## src/rtl/emib_rd_arbiter.sv

```systemverilog
// Round-robin arbiter sharing the single EMIB configuration-RAM read port.
// Grants are combinational; issued reads return RD_LAT+2 cycles after handshake, tagged to the requester.
module emib_rd_arbiter #(
    parameter int NUM_REQ = 4,
    parameter int ADDR_W  = 10,
    parameter int RD_LAT  = 3
) (
    input  logic                      i_clk,
    input  logic                      i_rst,
    input  logic                      i_read_flash_done,
    input  logic [NUM_REQ-1:0]        i_req,
    input  logic [NUM_REQ*ADDR_W-1:0] i_req_addr,
    input  logic [NUM_REQ-1:0]        i_lock,
    output logic [NUM_REQ-1:0]        o_gnt,
    output logic [ADDR_W-1:0]         o_emib_addr,
    output logic                      o_rd_ram_en,
    input  logic [15:0]               i_emib_data,
    output logic [15:0]               o_rd_data,
    output logic [NUM_REQ-1:0]        o_rd_vld,
    output logic                      o_busy
);

    localparam int ID_W = $clog2(NUM_REQ);

    typedef enum logic {
        ARB_OPEN,
        ARB_LOCKED
    } arb_state_t;

    arb_state_t      state;
    logic [ID_W-1:0] rr_ptr;
    logic [ID_W-1:0] owner;
    logic [ID_W-1:0] win_id;
    logic            xfer;
    int              scan_idx;

    logic [RD_LAT:0] tag_vld;
    logic [ID_W-1:0] tag_id [RD_LAT+1];

    // Scan from the highest offset down so the lowest offset from rr_ptr wins.
    always_comb begin
        o_gnt    = '0;
        win_id   = '0;
        xfer     = 1'b0;
        scan_idx = 0;
        if (i_read_flash_done) begin
            if (state == ARB_LOCKED) begin
                o_gnt[owner] = i_req[owner];
                win_id       = owner;
                xfer         = i_req[owner];
            end else begin
                for (int k = NUM_REQ - 1; k >= 0; k--) begin
                    scan_idx = int'(rr_ptr) + k;
                    if (scan_idx >= NUM_REQ) begin
                        scan_idx = scan_idx - NUM_REQ;
                    end
                    if (i_req[scan_idx]) begin
                        o_gnt           = '0;
                        o_gnt[scan_idx] = 1'b1;
                        win_id          = ID_W'(scan_idx);
                        xfer            = 1'b1;
                    end
                end
            end
        end
    end

    always_ff @(posedge i_clk or posedge i_rst) begin
        if (i_rst) begin
            state       <= ARB_OPEN;
            rr_ptr      <= '0;
            owner       <= '0;
            o_emib_addr <= '0;
            o_rd_ram_en <= 1'b0;
        end else begin
            o_rd_ram_en <= xfer;
            if (xfer) begin
                o_emib_addr <= i_req_addr[int'(win_id)*ADDR_W +: ADDR_W];
                if (int'(win_id) == NUM_REQ - 1) begin
                    rr_ptr <= '0;
                end else begin
                    rr_ptr <= win_id + ID_W'(1);
                end
                if (i_lock[win_id]) begin
                    state <= ARB_LOCKED;
                    owner <= win_id;
                end else begin
                    state <= ARB_OPEN;
                end
            end else if (state == ARB_LOCKED && !i_req[owner] && !i_lock[owner]) begin
                // Owner walked away from the lock without a closing read.
                state <= ARB_OPEN;
            end
        end
    end

    // Tag stage k is valid in cycle c+1+k; the last stage lines up with valid RAM data.
    always_ff @(posedge i_clk or posedge i_rst) begin
        if (i_rst) begin
            tag_vld   <= '0;
            o_rd_data <= '0;
            o_rd_vld  <= '0;
            for (int k = 0; k <= RD_LAT; k++) begin
                tag_id[k] <= '0;
            end
        end else begin
            tag_vld   <= {tag_vld[RD_LAT-1:0], xfer};
            tag_id[0] <= win_id;
            for (int k = 1; k <= RD_LAT; k++) begin
                tag_id[k] <= tag_id[k-1];
            end
            o_rd_vld <= '0;
            if (tag_vld[RD_LAT]) begin
                o_rd_data                <= i_emib_data;
                o_rd_vld[tag_id[RD_LAT]] <= 1'b1;
            end
        end
    end

    assign o_busy = o_rd_ram_en | (|tag_vld);

endmodule

```

## config.mk

```make
export PLATFORM = sky130hd
export DESIGN_NAME = emib_rd_arbiter
export DESIGN_NICKNAME = d
export VERILOG_FILES = /design/src/rtl/emib_rd_arbiter.sv
export SDC_FILE = /design/constraint.sdc
export NUM_CORES = 1
export LEC_CHECK = 0
export ABC_AREA = 0
export CAP_MARGIN = 10
export CELL_PAD_IN_SITES_DETAIL_PLACEMENT = 0
export CELL_PAD_IN_SITES_GLOBAL_PLACEMENT = 1
export CORE_MARGIN = 5
export CORE_UTILIZATION = 30
export CTS_BUF_LIST = sky130_fd_sc_hd__clkbuf_8
export CTS_CLUSTER_DIAMETER = 40
export DETAILED_ROUTE_END_ITERATION = 7
export HOLD_SLACK_MARGIN = 0.03
export PLACE_DENSITY_LB_ADDON = 0.12
export SETUP_SLACK_MARGIN = 0.3
export SYNTH_ARGS = -nofsm -noshare
export SYNTH_HDL_FRONTEND = slang
export SYNTH_SLANG_ARGS = --single-unit
```

## constraint.sdc

```tcl
create_clock -name i_clk -period 3.2 [get_ports i_clk]
set_input_delay 0.64 -clock i_clk [delete_from_list [all_inputs] [get_ports i_clk]]
set_output_delay 0.64 -clock i_clk [all_outputs]
set_load 0.02 [all_outputs]
```

## Word-level counts from Yosys, hierarchy flattened

Index checks and enable logic that the tools add are counted.

| cells by class | value |
|---|---|
| shift-type cells | 1 |
| div/mod/pow operators | 0 |
| muxes and demuxes | 65 |
| $add $sub $neg | 8 |
| multiply operators | 1 |
| order comparisons | 17 |
| reduce and logical (&&, ||, !) cells | 13 |
| bitwise operators | 2 |
| equality and inequality tests | 1 |

Operators by type and width:

| cell | count |
|---|---|
| 2-to-1 mux 32 bit | 12 |
| >= comparator 32 x 1 -> 1 bit, second input constant | 4 |
| less-than comparator 32 x 4 -> 1 bit, second input constant | 4 |
| variable part select 40 x 7 -> 10 bit | 1 |
| 2-to-1 mux 4 bit | 7 |
| 2-to-1 mux 1 bit | 26 |
| binary-select mux 1 bit (select 2 bit) | 7 |
| 2-to-1 mux 2 bit | 7 |
| demux 1 bit (select 2 bit) | 6 |
| subtractor 3 x 3 -> 4 bit, second input constant | 3 |
| >= comparator 3 bit, second input constant | 3 |
| less-than comparator 2 x 3 -> 1 bit, second input constant | 3 |
| logical AND 1 bit | 8 |
| adder 2 x 2 -> 3 bit, second input constant | 2 |
| multiplier 2 x 3 -> 5 bit, second input constant | 1 |
| AND 4 bit | 1 |
| >= comparator 2 x 1 -> 1 bit, second input constant | 2 |
| OR reduction 4 bit | 1 |
| subtractor 2 x 3 -> 4 bit, second input constant | 1 |
| adder 2 x 1 -> 3 bit, second input constant | 1 |
| >= comparator 2 x 3 -> 1 bit, second input constant | 1 |
| adder 2 x 1 -> 2 bit, second input constant | 1 |
| equality test 2 x 1 -> 1 bit, second input constant | 1 |
| zero test 1 bit | 2 |
| other kinds (3) | 3 |

| storage, ports and cells | value |
|---|---|
| memories | 0 |
| bits of input ports | 67 |
| ROM bits | 0 |
| flip-flop bits (word level) | 48 |
| bits in writable memories | 0 |
| word-level logic and storage cells | 120 |
| output and inout port bits | 36 |
| bits in latches | 0 |

## Depth between registers and ports, before layout

| depth | value |
|---|---|
| word-level depth | 18 |
| gate-level depth with buffers | 10 |
| gate-level depth less buffers | 9 |

## Worst setup path before layout

Ideal clock, no wire load.

| path | value |
|---|---|
| path kind | flip-flop to output port |
| start | register rr_ptr[0] |
| end | output o_gnt[3] |
| path buffers | 1 |
| setup slack | -0.008 ns |
| required time | 2.560 ns |
| data arrival time | 2.568 ns |
| stages on the path, launching flop included | 10 |
| cell sequence | dfrtp_1 -> buf_6 -> inv_1 -> ha_1 -> mux4_2 -> nor2b_1 -> a22oi_1 -> o21ai_0 -> nand2_1 -> a311oi_1 |

| between the ends | value |
|---|---|
| word-level cells in the longest chain between the ends | 15 |
| elaborated cells on any way between the ends | 61 |
| classes of those cells | 7 x add/sub; 12 x order compare; 38 x mux; 4 x reduce/logical |

RTL lines:

| element | RTL line | RTL |
|---|---|---|
| from (decl) | 31 | `logic [ID_W-1:0] rr_ptr;` |
| from (signal assigned) | 82 | `rr_ptr <= win_id + ID_W'(1);` |
| adder 2 x 2 -> 3 bit | 53 | `scan_idx = int'(rr_ptr) + k;` |
| subtractor 3 x 3 -> 4 bit / >= comparator 3 bit (equally long branches) | 55, 54 |  |
| 2-to-1 mux 32 bit | 54 | `if (scan_idx >= NUM_REQ) begin` |
| 2-to-1 mux 32 bit | 47 | `if (state == ARB_LOCKED) begin` |
| 2-to-1 mux 32 bit | 46 | `if (i_read_flash_done) begin` |
| >= comparator 32 x 1 -> 1 bit (implied by the code) / less-than comparator 32 x 4 -> 1 bit (equally long branches) | 59 | `o_gnt[scan_idx] = 1'b1;` |
| logical AND 1 bit (implied by the code) | 59 |  |
| 2-to-1 mux 1 bit (implied by the code) | 59 |  |
| demux 1 bit (select 2 bit) | 59 |  |
| 2-to-1 mux 4 bit (3 in series) | 57 | `if (i_req[scan_idx]) begin` |
| 2-to-1 mux 4 bit (*) | 57 |  |
| 2-to-1 mux 4 bit (*) | 47 |  |
| 2-to-1 mux 4 bit (*) | 46 |  |
| to (decl) | 14 | `output logic [NUM_REQ-1:0] o_gnt,` |

Mark *: on every way between the ends. The rest lies on a longest branch, timed or not. The select of a mux whose other input is x is not followed.

## Worst setup path after layout

| path | value |
|---|---|
| start | register rr_ptr[0] |
| end | output o_gnt[0] |

Same word-level chain as after synthesis.

==> metrics.cfg <==
[yosys]
synth-compound-area-share_pct=12.8
synth_xor_area_share_pct=0.346
synthAdderAreaFrac_pct=3.96
synthMuxAreaShare_pct=23.5
synth_top_family_by_area=multiplexers
syn_area_per_cell_um2=11.8
yosysUniqueCellTypes=39
synth_seq_cells=47
yosysWarnings=0
synth_simple_gate_area_share_pct=9.50
netlist_area_mm2=0.00253
async_flop_share_pct=100
synth-main-ff-cell=dfrtp_1
yosysSeqAreaShare_pct=46.5
synthesis.instances=214
syn_nets=289
synth_edf_count=0

[floorplanning]
rows=33
coreArea_mm2=0.00822
die_y_um=102
initial_core_util_pct=30.8
die_w_um=102
die_area_mm2=0.0104
ioPinCount=103

[worst_setup_path]
rrSetupSlack_ns=0.25
critPathKind=reg2out
cp-start-kind=register
cp.required_ns=2.56
critPathArrivalTime_ns=2.34
worstReg2RegEnd=o_emib_addr[4]
crit_path_end_kind=primary output
worst-path-max-fanout=3
r2r_cells=10
r2r_start=rr_ptr[0]

[min_path]
holdPathEnd=tag_id[0]
min_path_cells=0
worstHoldPathType=reg2reg
hp-start=tag_id[2]

[layout]
final_nets=419
drive_gt1_share_pct=27.5
final_core_util_pct=50.8
diodes=0
layout_common_cells=clkdlybuf4s50_1 (94), dfrtp_1 (46), nand2_1 (26), buf_4 (21), mux2i_1 (18)
syn2layout_area_growth_pct=65.2
final_common_cell=clkdlybuf4s50_1

[route]
drt-vias-per-instance=4.75
final_antenna_net_count=0
vias=2138
drt_pass1_iterations=4
drt_iter0_drc=37
wl_um=6930
drc=0
wl_per_cell_um=15.4

[sta]
min_period_over_period_pct=93.2
fin_skew_ns=0.00418
holdWs_ns=0.357
hold_viol=0
maxSlewViolCount=0
fmax_mhz=335
setup_viol=0
fin_crit_ns=2.98
relSlewSlack_pct=55.0
fin_ws_ns=0.218
tightest_slew_ns=0.674
tns_ns=0
rsz0062_at_grt=true

[global_route]
grt_max_degree=32
grt_pass1_wl_um=10900
track_usage_pct=13.2
grt_overflow=0
antenna_found_initial=0
grt_pass1_vias=2183

[pwr]
p_leak_nw=1.79
p_seq_share_pct=27.7
power_mw=3.44
power_density_mw_per_mm2=824
netSwitchingPower_mw=1.31
swShare_pct=38.2
p_int_mw=2.13
clkPwrFrac_pct=12.8
ir_drop_mv=0.278
pwr-share-comb_pct=59.5

[clock_network]
cts_tree=built
cts_made_buffers=5
insertion_delay_ns=0.29
clockBufferDepth=2
cts_sinks=47
path_clk_slew_ns=0.09
root_buffer=clkbuf_8
htree_levels=2

[placement]
place.gp.congestion=0.755
post-place-ws_ns=-0.466
port-buffer-count=102
hpwlAfterDp_um=5280

[status]
outcome=finished clean

[flow_run]
cap_violations=0

## area by class of cell
class | count | area [um^2]
multi-input cells | 149 | 1420
flip-flops and latches | 47 | 1180
inverters | 9 | 37.5
clock inverters | 3 | 47.5
fillers | 782 | 4040
repair buffers | 132 | 1300
clock buffers | 5 | 68.8
well taps | 105 | 131
## repair_timing
item,CTS,global route
endpoints found under the hold margin,0,0
resized for setup,39,19
setup buffers,5,2
setup endpoints to repair,16,14
pin swaps,6,11
gates cloned,0,1
hold buffers,0,0
## flip-flops by register name, indices dropped and copies added (netlist names)
register and cells:
o_emib_addr 10, o_rd_data 16, o_rd_vld 4, owner 2, rr_ptr 2, state 1
tag_id 8, tag_vld 4
## cell usage after synthesis (all sizes together) (3+ instances only)
library cell   n  area share (%)
o21ai          9             1.9
mux2i         24             9.5
inv            9             1.3
a21oi          4            0.79
clkbuf         6            0.89
mux2          19             8.6
a22oi          4             1.4
dfrtp         47              47
nand2         26             3.9
nand2b         3            0.74
a31oi          3            0.74
o221ai        10             3.5
nor3b          3            0.89
ha             8             4.0
nor2           9             1.3
buf            3             1.2
mux4           6             5.3
## power groups by stage
stage / Combinational (mW) / Sequential [mW] / Clock, mW
3_5_place_dp: 1.85 / 0.969 / 0
5_1_grt: 2.20 / 0.986 / 0.483
4_1_cts: 1.92 / 0.957 / 0.460
2_1_floorplan: 0.929 / 1.13 / 0
6_report: 2.05 / 0.952 / 0.442
3_3_place_gp: 1.84 / 0.968 / 0
## worst max-delay path by stage
stage | from | end | slack, ns
floorplan | rr_ptr[0] | state | 0.28
global placement | i_req[2] | o_gnt[3] | -0.46
detailed placement | i_req[2] | o_gnt[3] | -0.47
CTS | rr_ptr[0] | o_gnt[2] | 0.19
global route | rr_ptr[0] | o_gnt[2] | 0.09
finish | rr_ptr[0] | o_gnt[0] | 0.22
## through the flow
step / cells / instance area [um^2]
2_1_floorplan: 214 / 2570
3_3_place_gp: 434 / 3850
3_5_place_dp: 434 / 3850
4_1_cts: 447 / 4040
5_1_grt: 450 / 4180
6_report: 450 / 4180
## logic make-up after synthesis
kind of cell,after synthesis
AND/OR/NAND/NOR,51
buffers and inverters,18
adder cells (fa/ha/maj),8
multiplexers,49
XOR/XNOR,1
AO/OA/AOI/OAI,40
flip-flops,47
## critical path, stage by stage, from the launching register on
cell	delay (ns)
dfrtp_2	0.39
clkinvlp_4	0.10
ha_4	0.29
mux4_2	0.49
nor2b_4	0.16
buf_6	0.12
a22oi_2	0.11
o21ai_1	0.07
nand2_1	0.06
a31oi_1	0.08
buf_4	0.19
## metal layers
metal | global-route usage (%) | vias up | part of all wire [%]
met1 | 17.0 | 1030 | 41
met3 | 3.07 | 2 | 5.5
li1 | - | 1053 | -
met2 | 22.4 | 53 | 53
met5 | 0 | - | 0
met4 | 3.13 | 0 | 0.42
No activity file was read; power rests on OpenSTA's default activity.
